### src/rtl/fetch_issue_queue_pkg.sv
// Shared decode constants and fetch FSM state encoding for the fetch/issue front end.
package fetch_issue_queue_pkg;

    localparam logic [6:0] OP_JAL    = 7'b1101111;
    localparam logic [6:0] OP_JALR   = 7'b1100111;
    localparam logic [6:0] OP_BRANCH = 7'b1100011;

    localparam logic [1:0] RVC_Q1 = 2'b01;
    localparam logic [1:0] RVC_Q2 = 2'b10;

    localparam logic [2:0] C_F3_JAL  = 3'b001;
    localparam logic [2:0] C_F3_JR   = 3'b100;
    localparam logic [2:0] C_F3_J    = 3'b101;
    localparam logic [2:0] C_F3_BEQZ = 3'b110;
    localparam logic [2:0] C_F3_BNEZ = 3'b111;

    typedef enum logic [1:0] {
        FETCH_IDLE,
        FETCH_WAIT,
        FETCH_STALL
    } fetch_state_e;

endpackage

### src/rtl/fetch_issue_queue_predictor.sv
// Static next-PC prediction: direct jumps taken, branches BTFN, indirect jumps flagged for stall.
module next_pc_predictor #(
    parameter int ADDR_W = 32
) (
    input  logic [ADDR_W-1:0] pc,
    input  logic [31:0]       ins,
    output logic [ADDR_W-1:0] pred_pc,
    output logic              is_rvc,
    output logic              is_jalr_class
);
    import fetch_issue_queue_pkg::*;

    logic signed [20:0] imm_j;
    logic signed [12:0] imm_b;
    logic signed [11:0] imm_cj;
    logic signed [8:0]  imm_cb;
    logic [2:0]         c_f3;

    assign imm_j  = {ins[31], ins[19:12], ins[20], ins[30:21], 1'b0};
    assign imm_b  = {ins[31], ins[7], ins[30:25], ins[11:8], 1'b0};
    assign imm_cj = {ins[12], ins[8], ins[10:9], ins[6], ins[7], ins[2], ins[11], ins[5:3], 1'b0};
    assign imm_cb = {ins[12], ins[6:5], ins[2], ins[11:10], ins[4:3], 1'b0};
    assign c_f3   = ins[15:13];

    always_comb begin
        is_rvc        = (ins[1:0] != 2'b11);
        is_jalr_class = 1'b0;
        pred_pc       = pc + (is_rvc ? ADDR_W'(2) : ADDR_W'(4));
        if (!is_rvc) begin
            case (ins[6:0])
                OP_JAL:    pred_pc = pc + ADDR_W'(imm_j);
                OP_BRANCH: if (imm_b[12]) pred_pc = pc + ADDR_W'(imm_b);
                OP_JALR:   is_jalr_class = 1'b1;
                default:   ;
            endcase
        end else if (ins[1:0] == RVC_Q1 && (c_f3 == C_F3_J || c_f3 == C_F3_JAL)) begin
            pred_pc = pc + ADDR_W'(imm_cj);
        end else if (ins[1:0] == RVC_Q1 && (c_f3 == C_F3_BEQZ || c_f3 == C_F3_BNEZ)) begin
            if (imm_cb[8]) pred_pc = pc + ADDR_W'(imm_cb);
        end else if (ins[1:0] == RVC_Q2 && c_f3 == C_F3_JR && ins[11:7] != 5'd0 && ins[6:2] == 5'd0) begin
            is_jalr_class = 1'b1;
        end
    end

endmodule

### src/rtl/fetch_issue_queue.sv
// Fetch front end: one outstanding I-cache request, static next-PC prediction, and an issue FIFO.
module fetch_issue_queue #(
    parameter int                ADDR_W      = 32,
    parameter int                QUEUE_DEPTH = 4,
    parameter logic [ADDR_W-1:0] RESET_PC    = '0
) (
    input  logic                           clk_in,
    input  logic                           rst_in,
    input  logic                           rdy_in,
    input  logic                           flush_pipeline,
    input  logic [ADDR_W-1:0]              reset_pc_to,
    input  logic                           jalr_done,
    input  logic [ADDR_W-1:0]              jalr_target,
    output logic                           icache_req,
    output logic [ADDR_W-1:0]              icache_addr,
    input  logic                           icache_ready,
    input  logic [31:0]                    icache_data,
    output logic                           issue_valid,
    input  logic                           issue_ready,
    output logic [ADDR_W-1:0]              issue_pc,
    output logic [31:0]                    issue_ins,
    output logic [ADDR_W-1:0]              issue_pred_pc,
    output logic                           issue_is_compressed,
    output logic [$clog2(QUEUE_DEPTH):0]   queue_count
);
    import fetch_issue_queue_pkg::*;

    localparam int PW = $clog2(QUEUE_DEPTH);
    localparam int CW = PW + 1;

    fetch_state_e      state, state_n;
    logic [ADDR_W-1:0] pc, pc_n, addr_n;
    logic              req_n, push, pop;
    logic [PW-1:0]     wr_ptr, rd_ptr;
    logic [CW-1:0]     count;

    logic [QUEUE_DEPTH-1:0][ADDR_W-1:0] q_pc, q_pred;
    logic [QUEUE_DEPTH-1:0][31:0]       q_ins;
    logic [QUEUE_DEPTH-1:0]             q_rvc;

    logic [ADDR_W-1:0] pred_pc;
    logic              is_rvc, is_jalr_class;

    // The word being returned always belongs to pc: pc only moves on accept or redirect.
    next_pc_predictor #(.ADDR_W(ADDR_W)) u_pred (
        .pc            (pc),
        .ins           (icache_data),
        .pred_pc       (pred_pc),
        .is_rvc        (is_rvc),
        .is_jalr_class (is_jalr_class)
    );

    always_ff @(posedge clk_in or posedge rst_in) begin
        if (rst_in)      state <= FETCH_IDLE;
        else if (rdy_in) state <= state_n;
    end

    always_comb begin
        state_n = state;
        pc_n    = pc;
        req_n   = icache_req;
        addr_n  = icache_addr;
        push    = 1'b0;
        if (flush_pipeline) begin
            state_n = FETCH_IDLE;
            pc_n    = reset_pc_to;
            req_n   = 1'b0;
        end else begin
            case (state)
                FETCH_IDLE: if (count < CW'(QUEUE_DEPTH)) begin
                    state_n = FETCH_WAIT;
                    req_n   = 1'b1;
                    addr_n  = pc;
                end
                FETCH_WAIT: if (icache_ready) begin
                    push    = 1'b1;
                    pc_n    = pred_pc;
                    req_n   = 1'b0;
                    state_n = is_jalr_class ? FETCH_STALL : FETCH_IDLE;
                end
                FETCH_STALL: if (jalr_done) begin
                    pc_n    = jalr_target;
                    state_n = FETCH_IDLE;
                end
                default: state_n = FETCH_IDLE;
            endcase
        end
    end

    assign pop = issue_valid && issue_ready && !flush_pipeline;

    always_ff @(posedge clk_in or posedge rst_in) begin
        if (rst_in) begin
            pc          <= RESET_PC;
            icache_req  <= 1'b0;
            icache_addr <= '0;
            wr_ptr      <= '0;
            rd_ptr      <= '0;
            count       <= '0;
            q_pc        <= '0;
            q_pred      <= '0;
            q_ins       <= '0;
            q_rvc       <= '0;
        end else if (rdy_in) begin
            pc          <= pc_n;
            icache_req  <= req_n;
            icache_addr <= addr_n;
            if (flush_pipeline) begin
                wr_ptr <= '0;
                rd_ptr <= '0;
                count  <= '0;
            end else begin
                if (push) begin
                    q_pc[wr_ptr]   <= pc;
                    q_ins[wr_ptr]  <= icache_data;
                    q_pred[wr_ptr] <= pred_pc;
                    q_rvc[wr_ptr]  <= is_rvc;
                    wr_ptr         <= wr_ptr + PW'(1);
                end
                if (pop) rd_ptr <= rd_ptr + PW'(1);
                count <= count + CW'(push) - CW'(pop);
            end
        end
    end

    assign issue_valid         = (count != '0);
    assign issue_pc            = q_pc[rd_ptr];
    assign issue_ins           = q_ins[rd_ptr];
    assign issue_pred_pc       = q_pred[rd_ptr];
    assign issue_is_compressed = q_rvc[rd_ptr];
    assign queue_count         = count;

endmodule

### config.mk
export PLATFORM = sky130hd
export DESIGN_NAME = fetch_issue_queue
export DESIGN_NICKNAME = d
export VERILOG_FILES = /design/src/rtl/fetch_issue_queue_pkg.sv /design/src/rtl/fetch_issue_queue_predictor.sv /design/src/rtl/fetch_issue_queue.sv
export SDC_FILE = /design/constraint.sdc
export NUM_CORES = 1
export LEC_CHECK = 0
export ABC_AREA = 1
export BUFFER_PORTS_ARGS = -buffer_cell sky130_fd_sc_hd__buf_4
export CORE_MARGIN = 5
export CORE_UTILIZATION = 45
export CTS_CLUSTER_SIZE = 28
export DETAILED_ROUTE_END_ITERATION = 10
export HOLD_SLACK_MARGIN = 0.15
export MAX_ROUTING_LAYER = met4
export PLACE_DENSITY = 0.71
export REMOVE_ABC_BUFFERS = 1
export SLEW_MARGIN = 20
export SYNTH_ARGS = -nofsm -noshare
export SYNTH_HDL_FRONTEND = slang
export SYNTH_SLANG_ARGS = --single-unit
### constraint.sdc
create_clock -name clk_in -period 13.93 [get_ports clk_in]
set_clock_uncertainty 0.15 [all_clocks]
set_input_delay 2.0895 -clock clk_in [delete_from_list [all_inputs] [get_ports clk_in]]
set_output_delay 2.0895 -clock clk_in [all_outputs]
set_load 0.05 [all_outputs]
After elaboration in Yosys (flattened, before gate mapping)
Index checks and enable logic that the tools add are counted.
{ "op_classes": {"muxes": 50, "n_addsub": 9, "n_shift": 0, "n_bitwise": 1, "magnitude_cmp": 4, "n_eq_ne": 16, "n_mul": 0, "n_reduce_logical": 26, "div": 0} }
{ "ops": {"columns": ["op", "count"], "rows": [
  ["128-bit bitwise mux", 3],
  ["32-bit 2-to-1 mux", 12],
  ["32-bit binary-select mux with 2-bit select", 3],
  ["32-bit adder", 5],
  ["32-bit one-hot mux with 2 select lines", 2],
  ["32-bit demux with 2-bit select", 1],
  ["7-bit equality test (second input constant)", 3],
  ["2-bit 2-to-1 mux", 9],
  ["4-bit AND reduction", 4],
  ["1-bit 2-to-1 mux", 13],
  ["3-bit equality test (second input constant)", 4],
  ["3-bit != test (second input constant)", 3],
  ["3-bit nonzero test", 3],
  ["1-bit logical AND", 8],
  ["2-bit by 3-bit < comparator with 1-bit output (second input constant)", 2],
  ["3-bit 2-to-1 mux", 2],
  ["2-bit one-hot mux with 3 select lines", 1],
  ["5-bit logical NOT", 1],
  ["5-bit nonzero test", 1],
  ["2-bit by 1-bit adder with 2-bit output (second input constant)", 2],
  ["4-bit bitwise mux", 1],
  ["2-bit by 1-bit equality test with 1-bit output (second input constant)", 2],
  ["2-bit equality test (second input constant)", 2],
  ["2-bit AND reduction", 2],
  ["15 further kinds", 17]
]} }
{ "word_totals": {"regBits": 462, "inputBits": 103, "latch_bits": 0, "romBits": 0, "ram_bits": 0, "n_memories": 0} }

Depth between registers and ports, before layout
{ "depth": {"word_depth": 12, "mapped_depth": 23, "ltp_nobuf": 21} }

By module
Synthesis repeated with hierarchy kept, for this count alone.
{ "unflattened": {"cells_unflattened": 4289, "area_unflattened_um2": 29301.9} }
{ "by_module_without_submodules": {"columns": ["module", "area_each_um2", "instances", "cells_each", "seq_area_each_um2"], "rows": [
  ["fetch_issue_queue", 20290.7, 1, 2445, 11561.1],
  ["next_pc_predictor", 9011.1, 1, 1844, 0.0]
]} }

Worst setup path after synthesis
Ideal clock, no wire load.
{ "synth_timing": {"kind": "input port to flip-flop", "start": "input icache_data[1]", "end": "register pc[25]", "path_buffers": 2, "path_stages": 22, "setup_slack_ns": 8.922, "setup_ns": 0.117, "t_arrival_ns": 4.741, "path_cell_list": "nand2_1 > clkbuf_1 > buf_2 > ha_1 > inv_1 > fa_1 > inv_1 > nand3_2 > nor2_2 > inv_1 > nor2_2 > inv_1 > o21ai_1 > nand3_1 > nand2_1 > inv_1 > nand2_1 > nand3_1 > nand2_1 > nand2_1 > nand2_1 > nand2_1"} }
{ "synth_via": {"elab_chain_len": 10, "elab_cells_between_ends": 17, "cone_classes": "add/sub: 1; eq/ne: 4; mux: 10; reduce/logical: 2"} }
{ "synth_rtl": {"columns": ["item", "line_no", "rtl"], "rows": [
  ["start: declaration", "fetch_issue_queue.sv:17", "input logic [31:0] icache_data,"],
  ["2-bit != test (*)", "fetch_issue_queue_predictor.sv:26", "is_rvc = (ins[1:0] != 2'b11);"],
  ["named net is_rvc", "fetch_issue_queue.sv:42", "logic is_rvc, is_jalr_class;"],
  ["3-bit 2-to-1 mux", "fetch_issue_queue_predictor.sv:28", "pred_pc = pc + (is_rvc ? ADDR_W'(2) : ADDR_W'(4));"],
  ["32-bit adder", "fetch_issue_queue_predictor.sv:28", null],
  ["32-bit 2-to-1 mux", "fetch_issue_queue_predictor.sv:39", "if (imm_cb[8]) pred_pc = pc + ADDR_W'(imm_cb);"],
  ["32-bit 2-to-1 mux", "fetch_issue_queue_predictor.sv:38", "end else if (ins[1:0] == RVC_Q1 && (c_f3 == C_F3_BEQZ || c_f3 == C_F3_BNEZ)) begin"],
  ["32-bit 2-to-1 mux", "fetch_issue_queue_predictor.sv:36", "end else if (ins[1:0] == RVC_Q1 && (c_f3 == C_F3_J || c_f3 == C_F3_JAL)) begin"],
  ["32-bit 2-to-1 mux (*)", "fetch_issue_queue_predictor.sv:29", "if (!is_rvc) begin"],
  ["32-bit 2-to-1 mux (*)", "fetch_issue_queue.sv:75", "FETCH_WAIT: if (icache_ready) begin"],
  ["32-bit one-hot mux with 2 select lines (*)", "fetch_issue_queue.sv:69", "case (state)"],
  ["32-bit 2-to-1 mux (*)", "fetch_issue_queue.sv:64", "if (flush_pipeline) begin"],
  ["end signal: assignment", "fetch_issue_queue.sv:105", "pc <= pc_n;"],
  ["end: declaration", "fetch_issue_queue.sv:32", "logic [ADDR_W-1:0] pc, pc_n, addr_n;"]
]} }
Mark *: on every way through the listed nets, which the timed path passes. The rest lies on a longest branch. The select of a mux whose other input is x is not followed.
A chain may end at the register's enable or synchronous reset.

Worst setup path in the final report
{ "layout_timing": {"start": "register rd_ptr[0]", "end": "output issue_pred_pc[10]"} }
{ "layout_via": {"elab_chain_len": 2} }
{ "layout_rtl": {"columns": ["item", "line_no", "rtl"], "rows": [
  ["start: declaration", "fetch_issue_queue.sv:34", "logic [PW-1:0] wr_ptr, rd_ptr;"],
  ["start signal: assignment", "fetch_issue_queue.sv:120", "if (pop) rd_ptr <= rd_ptr + PW'(1);"],
  ["32-bit binary-select mux with 2-bit select", "fetch_issue_queue.sv:129", "assign issue_pred_pc = q_pred[rd_ptr];"],
  ["32-bit 2-to-1 mux (not written as such)", "fetch_issue_queue.sv:129", null],
  ["end: declaration", "fetch_issue_queue.sv:22", "output logic [ADDR_W-1:0] issue_pred_pc,"]
]} }
Every way passes these cells. The select of a mux whose other input is x is not followed.

==> flow_results.org <==
** Global route
- Wire length of the first global-routing pass :: ~150000 µm
- Largest net degree at the start of global routing :: approximately 150
- The initial antenna violation count came to 0.
- In the global route stage, overall resource usage came out at 0.295.
- Total grt overflow :: 0
- The number of global-route vias before repair was about 26000.

** CTS
- Clock latency on the worst-skew pair, taken at its later pin, is about 0.61 ns.
- The tree built by TritonCTS fans out to ~460 sinks.
- In this run the clock root is driven by a sky130_fd_sc_hd__clkbuf_16.
- Counting the buffers created by CTS gives 50.
- Quantity of gates resized following cts :: 0
- TritonCTS clock tree :: done
- Deepest clock path buffer count :: 3
- CTS H-tree depth :: 2
- Number of post-CTS setup repair buffers :: 0
- Buffers inserted to repair hold after CTS numbered 0.
- After clock tree synthesis, the clock-pin slew on the worst setup and hold paths is roughly 0.06 ns.

** Detailed routing
- The final route contains around 29000 vias.
- Final wirelength :: 101000 µm
- First-pass DRT Iterations :: 9
- After detailed routing, the number of remaining DRC violations is 0.
- Drt via density :: between 5 and 6
- Iteration-0 DRC Markers :: around 3400
- Dividing the detail-routed wire length by the instance count gives about 20 µm.
- In this run the remaining antenna-violating nets after routing total 0.

** STA
- Across all setup checks in the final design, the least slack found is ~8 ns.
- RSZ-0062 raised after global routing :: false
- After layout, the minimum clock period comes to between 5 and 6 ns.
- Number of hold violations in the final report :: 0
- In the final timing run, aggregate negative setup slack is 0 ns.
- Max Transition Viols Final :: 0
- Post-route clock period utilization :: 0.424
- Setup violations remaining at the end of the flow were counted as 0.
- Achievable clock frequency :: 169 MHz
- In this run the tightest slew margin relative to its limit is 0.257.
- At the pin with the least slew margin, the transition time is around 1.1 ns.

** Synthesis
- Mux share of post-synthesis cell area :: 0.000748
- Area share of xor/xnor cells in the synthesized design :: 0.0114
- Of the total synthesized cell area, the portion taken by full adders, half adders and majority gates is 0.0405.
- Cell area after synthesis :: about 0.028 mm²
- Number of instances in the synthesized netlist :: 4102
- After synthesis, the largest family of logic cells by area is simple AND/OR/NAND/NOR gates.
- Sequential fraction of the synthesis area :: 0.403
- The number of different library cells used by synthesis comes to 47.
- Compound-cell area share of the yosys netlist :: 0.189
- During synthesis, Yosys emitted a total of 0 warnings.
- Of the total synthesized cell area, the portion taken by AND, OR, NAND and NOR gates is 0.282.
- The synthesized design contains 458 register bits.
- In this run the mean area of a mapped cell was a little under 7 µm².

** Floorplanning
- For this configuration, the core starts out at a cell density of 0.453.
- approximately 240 I/O pins were placed.
- The floorplan has a little over 90 rows.
- Area of the die :: 0.0683 mm²
- Measured along the y axis, the die boundary spans about 260 µm.
- Die X-Extent :: 261 µm
- The total area inside the core boundary comes to about 0.063 mm².

** Critical path
- Crit start category :: register
- On the critical path, the stage with the largest delay is an instance of sky130_fd_sc_hd__buf_4.
- The setup check on the worst reg-to-reg path leaves a slack of 10.32 ns.
- Number of cell instances on the worst register-to-register path :: 17
- The worst setup path is of the reg -> out kind.
- Crit end category :: output port
- Maximum fanout along the worst path :: 100
- Ordered cell list for the critical path :: inv_6, buf_4, o21ai_0, o22ai_1, buf_4
- The most numerous cell type found on the critical path is sky130_fd_sc_hd__buf_4.
- Worst r2r dst :: pc[29]$_DFFE_PP0P_
- Startpoint of the lowest-slack register-to-register path :: pc[4]$_DFFE_PP0P_
- The largest single stage delay on the critical path is 0.93 ns.
- STA puts the critical path data required time at roughly 12 ns.
- Data arrival time at the worst-slack endpoint :: between 3 and 4 ns

** Cells and area
- Footprint of the flip-flops and latches :: approximately 0.011 mm²
- Summing all multi-input logic gate instances after layout gives 0.0150 mm².
- Counting the fill cells in the layout gives ~6300.
- In the final layout, the share of cells above drive strength 1 is 0.0917.
- # nets final :: 4394
- Compared with the post-synthesis result, the final layout area differs by 13.5%.

** Run status
- Result of the run :: finished, final reports clean

** Place
- Before CTS, the worst setup slack after placement is between 8 and 9 ns.
- The congestion estimate from routability-driven global placement came to 1.09.
- Number of buffers added on ports :: about 240
- Detailed placement HPWL :: 70700 µm

** Worst hold path
- Worst Hold Path EP :: q_pc[76]$_DFFE_PP0P_
- Worst Min Path Start :: q_pc[76]$_DFFE_PP0P_
- The tightest min-delay check is of the reg -> reg type.
- Along the worst hold path, the cell count comes to 2.

** Power
- For this design the ratio of total power to cell area is between 200 and 250 mW/mm².
- In this run the static leakage power is around 16 nW.
- Peak supply drop :: around 0.16 mV

** Flow run
- Across the run, the number of max-cap violations was 0.
-- cells in the final DEF, fill, tap and decap left out, drive strengths merged, types with 2 or more instances in the layout --
cell type	n
buf	265
o21ai	734
nor2	407
xor2	33
a31oi	5
o22ai	101
inv	313
fa	5
clkinv	16
o21bai	9
nand4	34
nand2	1144
a21o	3
a21oi	154
diode	2
xnor2	4
and2	4
o211ai	12
nor3b	2
nor4	5
or2	3
a21boi	2
o21a	4
nor3	97
nand3b	5
ha	84
clkbuf	73
bufinv	2
dfrtp	458
nand3	257
-- registers in the layout (all words and copies together), names as in the netlist --
register and cells:
queue_count 3, state 2, q_ins 128, q_pc 128, q_pred 124, icache_req 1, wr_ptr 2, pc 32
rd_ptr 2, icache_addr 32, q_rvc 4
-- per-stage QoR --
step	total power, W	cells	hold slack (ns)	cell area [µm²]	utilization
2_1_floorplan	0.00448	3885	0.298	27500	-
3_3_place_gp	0.00565	4995	0.311	30700	0.488
3_5_place_dp	0.00569	4995	0.317	30700	0.488
4_1_cts	0.00701	5087	0.332	32200	0.513
5_1_grt	0.00743	5088	0.347	32300	0.514
6_report	0.00703	5090	0.325	32300	0.514
-- cells by family (layout without fill, tap and decap cells) --
kind of cell / after synthesis / in the layout
simple gates: 1959 / 1959
compound gates: 1028 / 1028
buf+inv: 529 / 669
flops: 458 / 458
fa+ha+maj: 89 / 89
xor+xnor: 37 / 37
mux: 2 / 2
other cells: 0 / 2
-- cells in the mapped netlist (all sizes together) --
library cell / n / area share
nand2: 1144 / 0.15
o21ai: 734 / 0.13
dfrtp: 458 / 0.40
nor2: 407 / 0.054
inv: 310 / 0.041
nand3: 257 / 0.046
a21oi: 154 / 0.027
clkbuf: 146 / 0.019
o22ai: 101 / 0.022
nor3: 97 / 0.019
ha: 84 / 0.037
buf: 71 / 0.012
nand4: 34 / 0.0075
xor2: 33 / 0.010
o211ai: 12 / 0.0032
o21bai: 9 / 0.0024
a31oi: 5 / 0.0011
fa: 5 / 0.0035
nand3b: 5 / 0.0013
nor4: 5 / 0.0011
and2: 4 / 0.00088
o21a: 4 / 0.0011
xnor2: 4 / 0.0012
a21o: 3 / 0.00079
or2: 3 / 0.00066
a21boi: 2 / 0.00053
clkinv: 2 / 0.00026
nor3b: 2 / 0.00053
a221oi: 1 / 0.00031
a22oi: 1 / 0.00026
a32o: 1 / 0.00035
and3: 1 / 0.00022
mux2: 1 / 0.00040
mux2i: 1 / 0.00035
o41ai: 1 / 0.00031
-- power breakdown --
group / total [W] / switching, W / internal, W
logic: 0.00377 / 0.00271 / 0.00106
clock network: 0.00130 / 0.000561 / 0.000742
registers: 0.00195 / 0.000286 / 0.00166
total: 0.00703 / 0.00356 / 0.00347
-- routing by layer --
| layer | GRT usage | up-vias | wire [µm] |
|---|---|---|---|
| met4 | 0.105 | 0 | 4070 |
| met3 | 0.0445 | 215 | 8930 |
| met2 | 0.448 | 1308 | 45600 |
| met5 | - | - | 0 |
| li1 | - | 13800 | - |
| met1 | 0.407 | 13700 | 42800 |
-- critical path, delay by kind of cell (launching register included) --
kind | cells | cell delay [ns]
AO/OA/AOI/OAI | 2 | 0.48
buffers and inverters | 3 | 1.77
flip-flops | 1 | 0.67
-- final cells by class --
type                            instances  share of cell area
Antenna cell                            2            0.000155
Clock buffer                           73              0.0436
Clock inverter                         19             0.00566
Inverter                              312              0.0367
Multi-Input combinational cell       3115               0.463
Sequential cell                       458               0.355
Tap cell                              846              0.0328
Timing Repair Buffer                  265              0.0626
-- worst max-delay path by stage --
stage / from / end / slack, ns / cells after the start
finish: rd_ptr[0]$_DFFE_PP0P_ / issue_pred_pc[10] / 8.02 / 5
global route: rd_ptr[0]$_DFFE_PP0P_ / issue_pred_pc[10] / 7.87 / 5
CTS: rd_ptr[0]$_DFFE_PP0P_ / issue_pred_pc[10] / 8.04 / 5
global placement: icache_data[1] / pc[19]$_DFFE_PP0P_ / 8.10 / 17
floorplan: rst_in / icache_addr[0]$_DFFE_PP0P_ / -1.08 / 1
detailed placement: icache_data[0] / q_pred[51]$_DFFE_PP0P_ / 8.03 / 15
(Power assumes the default switching activity.)
